## src/rtl/serial_sub_golden_if.sv

```systemverilog
//============================================================================
// Module   : serial_sub_golden_if
// Brief    : Bit-serial subtractor stream bundle (bit inputs, result outputs)
// Revision : 1.0 - initial release
//============================================================================
`timescale 1ns/1ps
`default_nettype none

interface serial_sub_golden_if;
    logic en;
    logic start;
    logic A;
    logic B;
    logic Bin;
    logic diff;
    logic diff_valid;
    logic word_done;
    logic Bout;

    modport master (
        output en, start, A, B, Bin,
        input  diff, diff_valid, word_done, Bout
    );

    modport slave (
        input  en, start, A, B, Bin,
        output diff, diff_valid, word_done, Bout
    );
endinterface

`default_nettype wire

```

## src/rtl/serial_sub_golden.sv

```systemverilog
//============================================================================
// Module   : serial_sub_golden
// Brief    : Registered bit-serial LSB-first full subtractor, A - B - Bin
// Revision : 1.0 - initial release
//============================================================================
`timescale 1ns/1ps
`default_nettype none

module serial_sub_golden #(
    parameter int WIDTH = 8
) (
    input  logic                 clk,
    input  logic                 rst_n,
    serial_sub_golden_if.slave   bus
);

    localparam int                 c_CNT_W = $clog2(WIDTH + 1);
    localparam logic [c_CNT_W-1:0] c_LAST  = c_CNT_W'(WIDTH - 1);

    typedef enum logic [0:0] {
        IDLE = 1'b0,
        RUN  = 1'b1
    } state_t;

    state_t               r_state;
    state_t               w_state_nxt;
    logic                 r_a, r_b, r_bin, r_en, r_start;
    logic                 r_borrow, w_borrow_nxt;
    logic [c_CNT_W-1:0]   r_cnt, w_cnt_nxt;
    logic                 r_diff, w_diff_nxt;
    logic                 r_dv, w_dv_nxt;
    logic                 r_wd, w_wd_nxt;
    logic                 r_bout, w_bout_nxt;

    logic                 w_bin_eff;
    logic                 w_d;
    logic                 w_bo;
    logic                 w_active;
    logic [c_CNT_W-1:0]   w_pos;
    logic                 w_last;

    always_ff @(posedge clk) begin
        if (!rst_n) begin
            r_a     <= 1'b0;
            r_b     <= 1'b0;
            r_bin   <= 1'b0;
            r_en    <= 1'b0;
            r_start <= 1'b0;
        end else begin
            r_a     <= bus.A;
            r_b     <= bus.B;
            r_bin   <= bus.Bin;
            r_en    <= bus.en;
            r_start <= bus.start;
        end
    end

    // A start bit restarts the word from bit 0 even while a word is in flight.
    assign w_bin_eff = r_start ? r_bin : r_borrow;
    assign w_d       = r_a ^ r_b ^ w_bin_eff;
    assign w_bo      = (~r_a & r_b) | (~(r_a ^ r_b) & w_bin_eff);
    assign w_active  = r_en & (r_start | (r_state == RUN));
    assign w_pos     = r_start ? '0 : r_cnt;
    assign w_last    = (w_pos == c_LAST);

    always_comb begin
        w_state_nxt  = r_state;
        w_cnt_nxt    = r_cnt;
        w_borrow_nxt = r_borrow;
        w_diff_nxt   = r_diff;
        w_dv_nxt     = 1'b0;
        w_wd_nxt     = 1'b0;
        w_bout_nxt   = r_bout;
        if (w_active) begin
            w_state_nxt  = w_last ? IDLE : RUN;
            w_cnt_nxt    = w_pos + c_CNT_W'(1);
            w_borrow_nxt = w_bo;
            w_diff_nxt   = w_d;
            w_dv_nxt     = 1'b1;
            w_wd_nxt     = w_last;
            if (w_last) begin
                w_bout_nxt = w_bo;
            end
        end
    end

    always_ff @(posedge clk) begin
        if (!rst_n) begin
            r_state  <= IDLE;
            r_cnt    <= '0;
            r_borrow <= 1'b0;
            r_diff   <= 1'b0;
            r_dv     <= 1'b0;
            r_wd     <= 1'b0;
            r_bout   <= 1'b0;
        end else begin
            r_state  <= w_state_nxt;
            r_cnt    <= w_cnt_nxt;
            r_borrow <= w_borrow_nxt;
            r_diff   <= w_diff_nxt;
            r_dv     <= w_dv_nxt;
            r_wd     <= w_wd_nxt;
            r_bout   <= w_bout_nxt;
        end
    end

    assign bus.diff       = r_diff;
    assign bus.diff_valid = r_dv;
    assign bus.word_done  = r_wd;
    assign bus.Bout       = r_bout;

endmodule

`default_nettype wire

```

## src/flat_wrapper.sv

```systemverilog
// flat-port wrapper written by rule: the top's interface ports become plain ports
module serial_sub_golden_flat 
#(
    parameter int WIDTH = 8
)
  (clk, rst_n, bus_en, bus_start, bus_A, bus_B, bus_Bin, bus_diff, bus_diff_valid, bus_word_done, bus_Bout);
  serial_sub_golden_if bus_i ();
  input  logic clk;
  input  logic rst_n;
  input wire logic [$bits(bus_i.en)-1:0] bus_en;
  input wire logic [$bits(bus_i.start)-1:0] bus_start;
  input wire logic [$bits(bus_i.A)-1:0] bus_A;
  input wire logic [$bits(bus_i.B)-1:0] bus_B;
  input wire logic [$bits(bus_i.Bin)-1:0] bus_Bin;
  output wire logic [$bits(bus_i.diff)-1:0] bus_diff;
  output wire logic [$bits(bus_i.diff_valid)-1:0] bus_diff_valid;
  output wire logic [$bits(bus_i.word_done)-1:0] bus_word_done;
  output wire logic [$bits(bus_i.Bout)-1:0] bus_Bout;
  assign bus_i.en = bus_en;
  assign bus_i.start = bus_start;
  assign bus_i.A = bus_A;
  assign bus_i.B = bus_B;
  assign bus_i.Bin = bus_Bin;
  assign bus_diff = bus_i.diff;
  assign bus_diff_valid = bus_i.diff_valid;
  assign bus_word_done = bus_i.word_done;
  assign bus_Bout = bus_i.Bout;
  serial_sub_golden #(.WIDTH(WIDTH)) u_core (.clk(clk), .rst_n(rst_n), .bus(bus_i));
endmodule
```

## config.mk

```make
export PLATFORM = sky130hd
export DESIGN_NAME = serial_sub_golden_flat
export DESIGN_NICKNAME = d
export VERILOG_FILES = /design/src/rtl/serial_sub_golden_if.sv /design/src/rtl/serial_sub_golden.sv /design/src/flat_wrapper.sv
export SDC_FILE = /design/constraint.sdc
export NUM_CORES = 1
export LEC_CHECK = 0
export ABC_AREA = 0
export CORE_MARGIN = 2
export CORE_UTILIZATION = 45
export CTS_CLUSTER_DIAMETER = 80
export DETAILED_ROUTE_END_ITERATION = 6
export PLACE_DENSITY = 0.74
export RECOVER_POWER = 100
export SYNTH_ARGS = -nofsm -noshare
export SYNTH_HDL_FRONTEND = slang
export SYNTH_SLANG_ARGS = --single-unit
```

## constraint.sdc

```tcl
create_clock -name clk -period 1.8 [get_ports clk]
set_input_delay 0.36 -clock clk [delete_from_list [all_inputs] [get_ports clk]]
set_output_delay 0.36 -clock clk [all_outputs]
set_load 0.1 [all_outputs]
```

==> run_results.csv, run 1 <==
group,metric,value,unit
timing,fin_tns_setup,0,ns
worst_setup_path,path_max_fanout,9,
grt,grt_pass1_vias,428,
floorplanning,initial_core_util,47.7,%
run_status,status,"finished clean",
logic_synthesis,syn_avg_cell_area,10.1,µm²
worst_setup_path,start_kind,"flip-flop",
routing,via_count,456,
timing,period_minus_slack,1.47,ns
routing,drc,0,
logic_synthesis,synth.most_common_cell,"dfxtp_1",
logic_synthesis,syn_area,613,µm²
timing,slew_headroom,64.1,%
logic_synthesis,yosysTopAreaCellShare,49.0,%
timing,fin_skew,0.00241,ns
timing,setup_viol_count_final,0,
finish,drive_above_1_share,16.2,%
logic_synthesis,yosys.area.top_type,"dfxtp_1",
floorplanning,die_y,40.9,µm
timing,max_freq,679,MHz
clock_network,h-tree-depth,1,
power,peakVddDrop,0.403,mV
routing,wl,1010,µm
power,cellLeakagePower,0.000312,µW
logic_synthesis,syn_nets,70,
routing,routedWlPerCell,11.3,µm
timing,slew_viol_final,0,
finish,antenna_cells,0,
logic_synthesis,synth_ff_type,"dfxtp_1",
logic_synthesis,yosysWarnings,0,
routing,drt-vias-per-instance,5.12,
worst_setup_path,critPathBufInv,1,
grt,grt.total_usage,16.0,%
routing,first_pass_iters,2,
clock_network,post_cts_buffers,0,
worst_setup_path,crit_family,"simple AND/OR/NAND/NOR gates",
finish,area_delta_synth_final,19.2,%
timing,finalHoldViolations,0,
grt,antenna_found_initial,0,
logic_synthesis,synth_edf_count,0,
clock_network,post_cts_resized,0,
power,powerDensity,809,mW/mm²
logic_synthesis,ys_ff_latch,15,
clock_network,cts.sinks,15,
finish,regArea,300,µm²
finish,nets,84,
worst_setup_path,max_stage_delay,0.32,ns
grt,grt_overflow,0,
finish,multi_input_area,290,µm²
floorplanning,die_w,40.9,µm
routing,antenna_left,0,
min_path,hp-class,"flip-flop to flip-flop",
clock_network,cts-root-buf,"clkbuf_4",
placement,placed_cell_area,764,µm²
placement,numPortBuffers,10,
clock_network,clock_path_buffers,2,
finish,nFillCells,128,
finish,layout.cells.non_filler,89,
worst_setup_path,end_kind,"flip-flop",
logic_synthesis,synthDistinctLibCells,25,
worst_setup_path,ff2ff_setup_slack,0.33,ns
clock_network,cts-hold-fix-buffers,0,
placement,gp_congestion,0.687,
logic_synthesis,syn_inst,61,
grt,grt_start_max_net_pins,17,
worst_setup_path,crit_chain,"buf_4, and2b_2, ha_1, nand2_1, nor4_2, mux2i_1",
finish,final_cell_area,731,µm²
clock_network,clk_pin_slew,0.09,ns
clock_network,cts_tree,"done",
worst_setup_path,crit_path_top_delay_cell,"dfxtp_1",
floorplanning,dieArea,0.00167,mm²
worst_setup_path,crit_required,2.01,ns
floorplanning,core_area,0.00128,mm²
floorplanning,io_pins,11,
finish,utilization,56.9,%
power,finalPower,591,µW
clock_network,clk_latency,0.27,ns
logic_synthesis,synth_commonest_cells,"15 x dfxtp_1, 10 x nand2_1, 7 x and2_1",
routing,detail_route.iter0.violations,3,
timing,rsz0062_at_grt,"no",
timing,worst_pin_slew,0.540,ns
grt,grt_first_pass_wirelength,1730,µm
placement,dp_cells,85,
worst_setup_path,arrival,1.68,ns
timing,timing.final.crit_share,81.8,%
logic_synthesis,synth-async-reset-ratio,0,%
placement,dp_hpwl,736,µm
logic_synthesis,synth.area.top_cells,"dfxtp_1 49%, and2_1 7.1%, nand2_1 6.1%, a21boi_1 3.7%, fa_1 3.3%",
clock_network,cts_buffers,3,
job,drv_cap,0,
worst_setup_path,path_class,"flip-flop to flip-flop",
floorplanning,num_rows,13,
logic_synthesis,yosysSeqAreaShare,49.0,%
[worst min-delay path: cells and delay by family, from the launching register on]
kind / cells / cell delay [ns]
simple gates: 1 / 0.05
compound gates: 1 / 0.05
flops: 1 / 0.32
[layer usage]
| metal | up-vias | wire [µm] | track usage (%) |
|---|---|---|---|
| met5 | - | 0 | 0 |
| met4 | 0 | 10 | 10.0 |
| met3 | 2 | 42 | 3.26 |
| met2 | 10 | 479 | 26.2 |
| met1 | 215 | 476 | 18.7 |
| li1 | 229 | - | - |
[metrics by stage]
stage / hold slack, ns / setup slack, ns
after floorplan: 0.433 / 0.302
after global placement: 0.441 / 0.352
after detailed placement: 0.448 / 0.343
after CTS: 0.461 / 0.310
after global routing: 0.495 / 0.199
final: 0.461 / 0.327
[cell type report]
cell class | instances | area share, %
tap | 15 | 2.57
inverter | 2 | 1.03
clock buffer | 4 | 3.60
timing repair buffer | 11 | 12.0
multi-input combinational | 42 | 39.7
sequential | 15 | 41.1
[cell families (layout without fill, tap and decap cells)]
family                     count (synthesis)  after routing  synth area share [%]
AOI/OAI and AO/OA                         14             14                  16.3
adders and majority gates                  2              2                  5.31
buffers and inverters                      4             17                  3.67
DFF                                       15             15                  49.0
muxes                                      2              2                  3.47
and+or+nand+nor                           24             24                  22.2
[layout by cell type, fill, tap and decap left out]
master	n
nor2_1	1
clkdlybuf4s50_1	5
a21boi_1	2
mux2_1	1
o21bai_1	1
a21oi_1	1
mux2i_1	1
and2b_2	2
and2_1	4
dfxtp_1	15
o211a_1	2
dlygate4sd3_1	1
o21ai_0	3
fa_1	1
o21a_1	1
o21ai_2	1
inv_1	2
nor2b_1	1
a21boi_0	2
or3_1	1
a31oi_1	1
nor4_2	1
nand4b_1	1
nand2_1	10
buf_4	1
clkbuf_4	3
ha_1	1
clkbuf_1	1
clkbuf_2	4
and2_0	3
[final timing paths]
kind / end / depth (start not counted) / start
hold / removal: u_core.r_borrow / 2 / u_core.r_borrow
setup / recovery: u_core.bus.Bout / 6 / u_core.r_start
setup reg to reg: u_core.bus.Bout / 6 / u_core.r_start
hold reg to reg: u_core.r_borrow / 2 / u_core.r_borrow
[power by group]
| part | switching (µW) | internal [µW] | total, µW |
|---|---|---|---|
| logic | 29.3 | 26.6 | 56.0 |
| registers | 6.91 | 342 | 349 |
| clock network | 101 | 85.8 | 186 |
[state kept, by name (all words and copies together) (netlist names)]
signal,cells
u_core.bus.diff_valid,1
u_core.r_start,1
u_core.bus.diff,1
u_core.r_b,1
u_core.r_state,1
u_core.r_a,1
u_core.r_borrow,1
u_core.bus.Bout,1
u_core.bus.word_done,1
u_core.r_cnt,4
u_core.r_bin,1
u_core.r_en,1
Note: power is estimated with default switching activity, not from simulation.
==> inputs of run 2 (changes only) <==
--- a/config.mk
+++ b/config.mk
@@ -7,7 +7,7 @@
 export LEC_CHECK = 0
 export ABC_AREA = 0
 export CORE_MARGIN = 2
-export CORE_UTILIZATION = 45
+export CORE_UTILIZATION = 43
 export CTS_CLUSTER_DIAMETER = 80
 export DETAILED_ROUTE_END_ITERATION = 6
 export PLACE_DENSITY = 0.74
==> constraint.sdc (replaced) <==
create_clock -name clk -period 1.3 [get_ports clk]
set_input_delay 0.26 -clock clk [delete_from_list [all_inputs] [get_ports clk]]
set_output_delay 0.26 -clock clk [all_outputs]
set_load 0.1 [all_outputs]
==> run_results.csv, run 2 (same netlist as run 1, synthesis figures left out) <==
group,metric,value,unit
run_status,status,"finished, violations left",
run_status,violations,"negative setup slack",
timing,worst_slack,-0.0978,ns
timing,fin_tns_setup,-0.183,ns
grt,grt_pass1_vias,480,
finish,area_delta_synth_final,32.2,%
power,finalPower,841,µW
routing,antenna_left,0,
clock_network,clock_path_buffers,2,
timing,period_minus_slack,1.40,ns
finish,utilization,61.5,%
floorplanning,dieArea,0.00174,mm²
clock_network,cts-root-buf,"clkbuf_4",
power,cellLeakagePower,0.000349,µW
finish,drive_above_1_share,26.9,%
floorplanning,initial_core_util,46.5,%
routing,first_pass_iters,4,
finish,nets,88,
routing,drt-vias-per-instance,4.95,
clock_network,clk_latency,0.28,ns
floorplanning,core_area,0.00132,mm²
worst_setup_path,start_kind,"flip-flop",
worst_setup_path,arrival,1.58,ns
worst_setup_path,path_class,"flip-flop to flip-flop",
clock_network,cts_tree,"done",
clock_network,cts_buffers,3,
clock_network,cts.sinks,15,
floorplanning,io_pins,11,
finish,top_register,"u_core.r_cnt",
timing,finalHoldViolations,0,
floorplanning,num_rows,13,
power,powerDensity,1040,mW/mm²
finish,final_cell_mix,"14 x dfxtp_1, 9 x nand2_1, 5 x clkbuf_4, 5 x clkdlybuf4s50_1",
grt,grt_start_max_net_pins,17,
routing,wl,1070,µm
min_path,hp-class,"flip-flop to flip-flop",
timing,slew_viol_final,0,
clock_network,h-tree-depth,1,
timing,rsz0062_at_grt,"yes",
placement,pre_cts_slack,-0.183,ns
grt,grt_overflow,0,
timing,max_freq,715,MHz
routing,via_count,460,
floorplanning,die_y,41.8,µm
placement,dp_hpwl,783,µm
timing,timing.final.crit_share,108,%
finish,nFillCells,113,
worst_setup_path,end_kind,"flip-flop",
placement,gp_congestion,0.731,
timing,worst_pin_slew,0.528,ns
worst_setup_path,ff2ff_setup_slack,-0.1,ns
placement,numPortBuffers,10,
timing,fin_skew,0.00587,ns
routing,detail_route.iter0.violations,2,
grt,grt_first_pass_wirelength,1950,µm
finish,antenna_cells,0,
clock_network,clk_pin_slew,0.09,ns
worst_setup_path,crit_required,1.49,ns
clock_network,post_cts_buffers,0,
routing,drc,0,
grt,grt.total_usage,14.8,%
power,peakVddDrop,0.537,mV
timing,setup_viol_count_final,3,
timing,final.hold.worst_slack,0.464,ns
floorplanning,die_w,41.8,µm
timing,slew_headroom,64.8,%
finish,final_common_cell,"dfxtp_1",
finish,largest_register_ffs,4,
worst_setup_path,path_max_fanout,2,
job,drv_cap,0,
grt,antenna_found_initial,0,
routing,routedWlPerCell,11.5,µm
[run 2: changes by cell type in the layout (fill, tap and decap cells not counted), moves of 2 or more]
| cell | change |
|---|---|
| buf_6 | +2 |
| buf_4 | +3 |
| clkbuf_4 | +2 |
| clkbuf_2 | -4 |
[run 2: timing repair]
item,in CTS,in global routing
gates resized for setup,6,4
hold buffers,0,0
setup endpoints to repair,5,8
pin swaps,1,2
[run 2: area by class of cell]
class / instances / area (µm²) / share of cell area (%)
repair buffers: 15 / 131 / 16.2
inverters: 2 / 7.51 / 0.926
well taps: 15 / 18.8 / 2.31
clock buffers: 3 / 22.5 / 2.78
clock inverters: 1 / 5.00 / 0.617
flip-flops and latches: 15 / 302 / 37.2
multi-input cells: 42 / 324 / 40.0
[run 2: path summary, 6_finish.rpt]
check,startpoint,to,depth (start not counted)
worst min register to register,u_core.r_borrow,u_core.r_borrow,2
worst max-delay path,u_core.r_start,u_core.bus.diff,4
worst max register to register,u_core.r_start,u_core.bus.diff,4
worst min-delay path,u_core.r_borrow,u_core.r_borrow,2
[run 2: critical path, cell delays in order (launching register included)]
cell,delay [ns]
dfxtp_2,0.36
mux2_4,0.30
fa_1,0.48
nand2_1,0.05
o211a_1,0.12
[run 2: where the power goes]
group          switching [µW]  internal, µW  leakage, µW
combinational            43.6          45.9     0.000209
sequential               10.5           473     0.000123
clock                     153           114    0.0000177
total                     207           633     0.000349
[run 2: metrics by stage]
step	cells	instance area [µm²]
2_1_floorplan	61	617
3_3_place_gp	89	798
3_5_place_dp	89	798
6_report	93	811
5_1_grt	93	811
4_1_cts	93	856
[run 2: layer usage]
metal	vias to the layer above	part of all wire (%)	track usage, %
met5	-	0	0
met4	0	0.65	11.6
met3	2	4.2	3.91
met2	8	50	24.7
met1	208	45	15.7
li1	242	-	-
==> patch 1 (settings of run 2) <==
Reset style: asynchronous (`rst_n`), changed in 2 clocked blocks.
--- a/src/rtl/serial_sub_golden.sv
+++ b/src/rtl/serial_sub_golden.sv
@@ -39,7 +39,7 @@
     logic [c_CNT_W-1:0]   w_pos;
     logic                 w_last;
 
-    always_ff @(posedge clk) begin
+    always_ff @(posedge clk or negedge rst_n) begin
         if (!rst_n) begin
             r_a     <= 1'b0;
             r_b     <= 1'b0;
@@ -84,7 +84,7 @@
         end
     end
 
-    always_ff @(posedge clk) begin
+    always_ff @(posedge clk or negedge rst_n) begin
         if (!rst_n) begin
             r_state  <= IDLE;
             r_cnt    <= '0;
Function: differs if rst_n is asserted again (counterexample within 4 cycles, from zero or initial values and one cycle with rst_n low); with rst_n held inactive, the same outputs for 10 cycles.
==> patch 1 against run 2 <==
  * Die area rose by 0.19%
  * Cell area rose by 3.4%
  * Setup slack got worse by 0.13 ns
  * The run still ends with setup timing left
  * Sequential cell count did not move
  * Global-route usage rose by 1.5 points
  * Routed wire length rose by 9.1%
  * Count of clock-buffer cells in the layout did not move
  * Area after synthesis rose by 0.20%
Power is not compared: it rests on default switching activity, and its combinational part moved more than twofold at a synthesized area within 25%.
==> patch 1: results (changes against run 2) <==
| Metric | Value |
|---|---|
| Total negative setup slack | `-0.855 ns (was -0.183 ns)` |
| Number of global-route vias before repair | `462 (was 480)` |
| Distinct cells, synth | `22 (was 25)` |
| Minimum setup slack after placement | `-0.195 ns (was -0.183 ns)` |
| Global-route wire length before repair | `2060 um (was 1950 um)` |
| GP Congestion | `0.806 (was 0.731)` |
| Post-DP HPWL | `854 um (was 783 um)` |
| Synth async-reset ratio | `1.00 (was 0)` |
| Most used standard cells in the synthesized netlist | `sky130_fd_sc_hd__dfrtp_1 (15), sky130_fd_sc_hd__a21oi_1 (3), sky130_fd_sc_hd__mux2_2 (3), sky130_fd_sc_hd__nor2b_1 (3) (was sky130_fd_sc_hd__dfxtp_1 (15), sky130_fd_sc_hd__nand2_1 (10), sky130_fd_sc_hd__and2_1 (7), sky130_fd_sc_hd__a21boi_1 (3), sky130_fd_sc_hd__o21ai_0 (3))` |
| Worst skew pair latency | `0.30 ns (was 0.28 ns)` |
| Final setup margin | `-0.230 ns (was -0.0978 ns)` |
| Gr usage total | `0.163 (was 0.148)` |
| Via count | `440 (was 460)` |
| Post-synth net total | `55 (was 70)` |
| Outcome | `complete, but fails checks (unchanged)` |
| Final setup violation count | `6 (was 3)` |
| Number of cells produced by synthesis | `46 (was 61)` |
| Data arrival time of the worst path | `1.72 ns (was 1.58 ns)` |
| Pin count of the biggest net entering global routing | `16 (was 17)` |
| Filler Cell Count | `101 (was 113)` |
| Family of cells with the greatest summed delay on the critical path | `simple AND/OR/NAND/NOR gates (was adder cells)` |
| Master of the slowest instance on the critical path | `sky130_fd_sc_hd__dfrtp_1 (was sky130_fd_sc_hd__fa_1)` |
| Routed wirelength normalized by instance count | `14.0 um (was 11.5 um)` |
| Class of the most critical hold timing path | `register to register (unchanged)` |
| Biggest cell delay along the critical path | `0.42 ns (was 0.48 ns)` |
| Worst slew margin relative to its limit | `0.477 (was 0.648)` |
| Failing checks | `setup timing (unchanged)` |
| Share of synthesized area occupied by flip-flops and latches | `0.611 (was 0.490)` |
| Largest fanout on the critical path | `4 (was 2)` |
| Dominant cells by area after synthesis | `sky130_fd_sc_hd__dfrtp_1 (61%), sky130_fd_sc_hd__mux2_2 (5.5%), sky130_fd_sc_hd__fa_1 (3.3%), sky130_fd_sc_hd__nor2b_1 (3.1%), sky130_fd_sc_hd__nor3_4 (2.6%) (was sky130_fd_sc_hd__dfxtp_1 (49%), sky130_fd_sc_hd__and2_1 (7.1%), sky130_fd_sc_hd__nand2_1 (6.1%), sky130_fd_sc_hd__a21boi_1 (3.7%), sky130_fd_sc_hd__fa_1 (3.3%))` |
| Clk_skew | `0.00371 ns (was 0.00587 ns)` |
[patch 1: cell count changes after synthesis, moves of 3 or more]
cell,change
sky130_fd_sc_hd__and2_1,-7
sky130_fd_sc_hd__a21boi_1,-3
sky130_fd_sc_hd__dfxtp_1,-15
sky130_fd_sc_hd__nand2_1,-8
sky130_fd_sc_hd__dfrtp_1,+15
[patch 1: cell type report]
| cell class | count | area (um2) | share of cell area |
|---|---|---|---|
| Tap cell | 15 | 18.8 | 0.0224 |
| Multi-Input combinational cell | 28 | 244 | 0.291 |
| Clock inverter | 1 | 5.00 | 0.00597 |
| Sequential cell | 15 | 375 | 0.448 |
| Clock buffer | 3 | 22.5 | 0.0269 |
| Inverter | 2 | 7.51 | 0.00896 |
| Timing Repair Buffer | 20 | 165 | 0.197 |
[patch 1: routing by layer]
metal / vias up / part of all wire / global-route usage
met4: 0 / 0.020 / 0.0581
met3: 2 / 0.040 / 0.0565
met2: 9 / 0.56 / 0.288
met1: 222 / 0.38 / 0.180
met5: - / 0 / 0
li1: 207 / - / -
[patch 1: logic make-up (layout without fill, tap and decap cells)]
| kind of cell | after synthesis | in the layout | synth area share |
|---|---|---|---|
| AOI/OAI and AO/OA | 9 | 9 | 0.0998 |
| muxes | 4 | 4 | 0.0794 |
| and+or+nand+nor | 13 | 13 | 0.136 |
| buffers and inverters | 3 | 26 | 0.0204 |
| DFF | 15 | 15 | 0.611 |
| adders and majority gates | 2 | 2 | 0.0530 |
[patch 1: worst paths after layout]
path / from / endpoint / slack [ns] / cells past startpoint
setup reg to reg: u_core.r_start / u_core.bus.Bout / -0.23 / 5
hold / removal: u_core.bus.diff / u_core.bus.diff / 0.50 / 2
max in group asynchronous: rst_n / u_core.bus.word_done / 0.27 / 2
hold reg to reg: u_core.bus.diff / u_core.bus.diff / 0.50 / 2
setup / recovery: u_core.r_start / u_core.bus.Bout / -0.23 / 5
min in group asynchronous: rst_n / u_core.r_bin / 0.54 / 2
[patch 1: stage by stage]
stage | instance area (um2) | utilization
floorplan | 637 | -
global placement | 842 | 0.639
detailed placement | 842 | 0.639
CTS | 881 | 0.669
global route | 838 | 0.636
finish | 838 | 0.636
[patch 1: worst reg2reg max path, delay by kind of cell, from the launching register on]
| kind | cells | cell delay (ns) |
|---|---|---|
| adders and majority gates | 1 | 0.22 |
| and+or+nand+nor | 3 | 0.45 |
| DFF | 1 | 0.42 |
| muxes | 1 | 0.32 |
[patch 1: repair_timing]
action / in CTS / in global routing
gates resized for setup: 1 / 1
buffers inserted: 2 / 1
pin swaps: 2 / 0
setup endpoints to repair: 4 / 8
cloned: 0 / 0
==> patch 2 (settings of run 2) <==
Made on the original files. `WIDTH` is set to 8 in 2 places; all go to 16.
--- a/src/rtl/serial_sub_golden.sv
+++ b/src/rtl/serial_sub_golden.sv
@@ -7,7 +7,7 @@
 `default_nettype none
 
 module serial_sub_golden #(
-    parameter int WIDTH = 8
+    parameter int WIDTH = 16
 ) (
     input  logic                 clk,
     input  logic                 rst_n,
--- a/src/flat_wrapper.sv
+++ b/src/flat_wrapper.sv
@@ -1,7 +1,7 @@
 // flat-port wrapper written by rule: the top's interface ports become plain ports
 module serial_sub_golden_flat 
 #(
-    parameter int WIDTH = 8
+    parameter int WIDTH = 16
 )
   (clk, rst_n, bus_en, bus_start, bus_A, bus_B, bus_Bin, bus_diff, bus_diff_valid, bus_word_done, bus_Bout);
   serial_sub_golden_if bus_i ();
Check against the original RTL: not equivalent (a bounded check fails within 10 cycles, from zero or initial values and one cycle with rst_n low).
==> patch 2 against run 2 <==
  * The run still ends with setup timing left
  * Setup slack worse by 0.055 ns
  * Critical endpoint is now u_core.bus.diff
  * Cell area is 16% higher
  * Routed wire length is 11% higher
  * Largest power group unchanged
  * Power is 12% higher
  * Critical path type unchanged
  * Synthesized cell count is 8.2% higher
  * Die area is 11% higher
  * Highest routed layer unchanged
  * Final cell count is 9.7% higher
  * Sequential cell count is 1 higher
  * Area after synthesis is 12% higher
==> patch 2: results (changes against run 2) <==
| Metric | Value |
|---|---|
| Iter 0 DRT Violations | `4 (was 2)` |
| Global Route met2 Usage | `0.259 (was 0.247)` |
| Utilization after layout | `0.623 (was 0.615)` |
| Filler Cell Count | `120 (was 113)` |
| Number of global-route vias before repair | `523 (was 480)` |
| Final setup violation count | `4 (was 3)` |
| Layout cell share with drive strength beyond 1 | `0.314 (was 0.269)` |
| Largest fanout on the critical path | `5 (was 2)` |
| Outcome | `complete, but fails checks (unchanged)` |
| Fraction of the mapped netlist area in adder cells | `0.0839 (was 0.0531)` |
| Average via count per standard cell | `5.02 (was 4.95)` |
| Routed wirelength normalized by instance count | `11.7 um (was 11.5 um)` |
| P_leak | `0.422 nW (was 0.349 nW)` |
| Failing checks | `setup timing (unchanged)` |
| Multiplexer fraction of the synthesized cell area | `0.0456 (was 0.0347)` |
| Slew at the pin with the worst max-slew slack | `0.302 ns (was 0.528 ns)` |
| NumNets Final | `98 (was 88)` |
| Data arrival time of the worst path | `1.63 ns (was 1.58 ns)` |
| Global-route track usage on met1 | `0.187 (was 0.157)` |
| Final setup margin | `-0.152 ns (was -0.0978 ns)` |
| Max FFs per register | `5 (was 4)` |
| Clk_skew | `0.00823 ns (was 0.00587 ns)` |
| Post-synth net total | `77 (was 70)` |
| Share of synthesized area occupied by flip-flops and latches | `0.467 (was 0.490)` |
| Gr usage total | `0.156 (was 0.148)` |
| Distinct cells, synth | `28 (was 25)` |
| Cell area after placement | `883 um2 (was 798 um2)` |
patch 2: cell count changes after synthesis, sizes merged, moves of 3 or more:
cell and change:
a21boi -3, nand2 -3, nor2b +4, o21ai -3
patch 2: final timing paths:
kind,slack (ns),to,start,depth (start not counted)
worst max-delay path,-0.15,u_core.bus.diff,u_core.r_start,4
worst min-delay path,0.52,u_core.r_cnt[4],u_core.r_cnt[4],1
worst max register to register,-0.15,u_core.bus.diff,u_core.r_start,4
worst min register to register,0.52,u_core.r_cnt[4],u_core.r_cnt[4],1
patch 2: cell type report:
class | instances | share of cell area
Clock buffer | 4 | 0.0387
Inverter | 2 | 0.00800
Multi-Input combinational cell | 44 | 0.388
Sequential cell | 16 | 0.348
Tap cell | 16 | 0.0213
Timing Repair Buffer | 20 | 0.196
patch 2: timing repair:
item | CTS | global route
pin swaps | 3 | 2
gates resized for setup | 3 | 4
setup endpoints to repair | 6 | 7
setup buffers | 1 | 2
patch 2: per-stage QoR:
step | hold WS, ns | setup TNS (ns) | instances | power, mW
6_report | 0.517 | -0.430 | 102 | 0.945
5_1_grt | 0.552 | -0.874 | 102 | 0.984
4_1_cts | 0.519 | -0.476 | 100 | 0.955
3_5_place_dp | 0.492 | -0.549 | 95 | 0.626
3_3_place_gp | 0.487 | -0.412 | 95 | 0.624
2_1_floorplan | 0.387 | -0.524 | 66 | 0.585
patch 2: worst reg2reg max path: cells and delay by family (launching register included):
family	cells	cell delay (ns)
adders and majority gates	1	0.47
AOI/OAI and AO/OA	1	0.12
muxes	1	0.31
DFF	1	0.40
and+or+nand+nor	1	0.05
patch 2: kinds of logic (layout without fill, tap and decap cells):
| family | count (synthesis) | count (layout) |
|---|---|---|
| buffers and inverters | 6 | 26 |
| AND/OR/NAND/NOR | 25 | 25 |
| multiplexers | 3 | 3 |
| AO/OA/AOI/OAI | 12 | 12 |
| adder cells (fa/ha/maj) | 4 | 4 |
| flip-flops | 16 | 16 |
patch 2: where the power goes:
group / switching, mW / leakage, nW / total (mW) / internal [mW]
clock: 0.161 / 0.0210 / 0.332 / 0.170
combinational: 0.0467 / 0.269 / 0.0983 / 0.0516
sequential: 0.0109 / 0.132 / 0.515 / 0.504
total: 0.219 / 0.422 / 0.945 / 0.726
patch 2: layer usage:
metal / wire length [um] / up-vias
li1: - / 268
met1: 599 / 237
met2: 544 / 5
met3: 37 / 2
met4: 15 / 0
met5: 0 / -
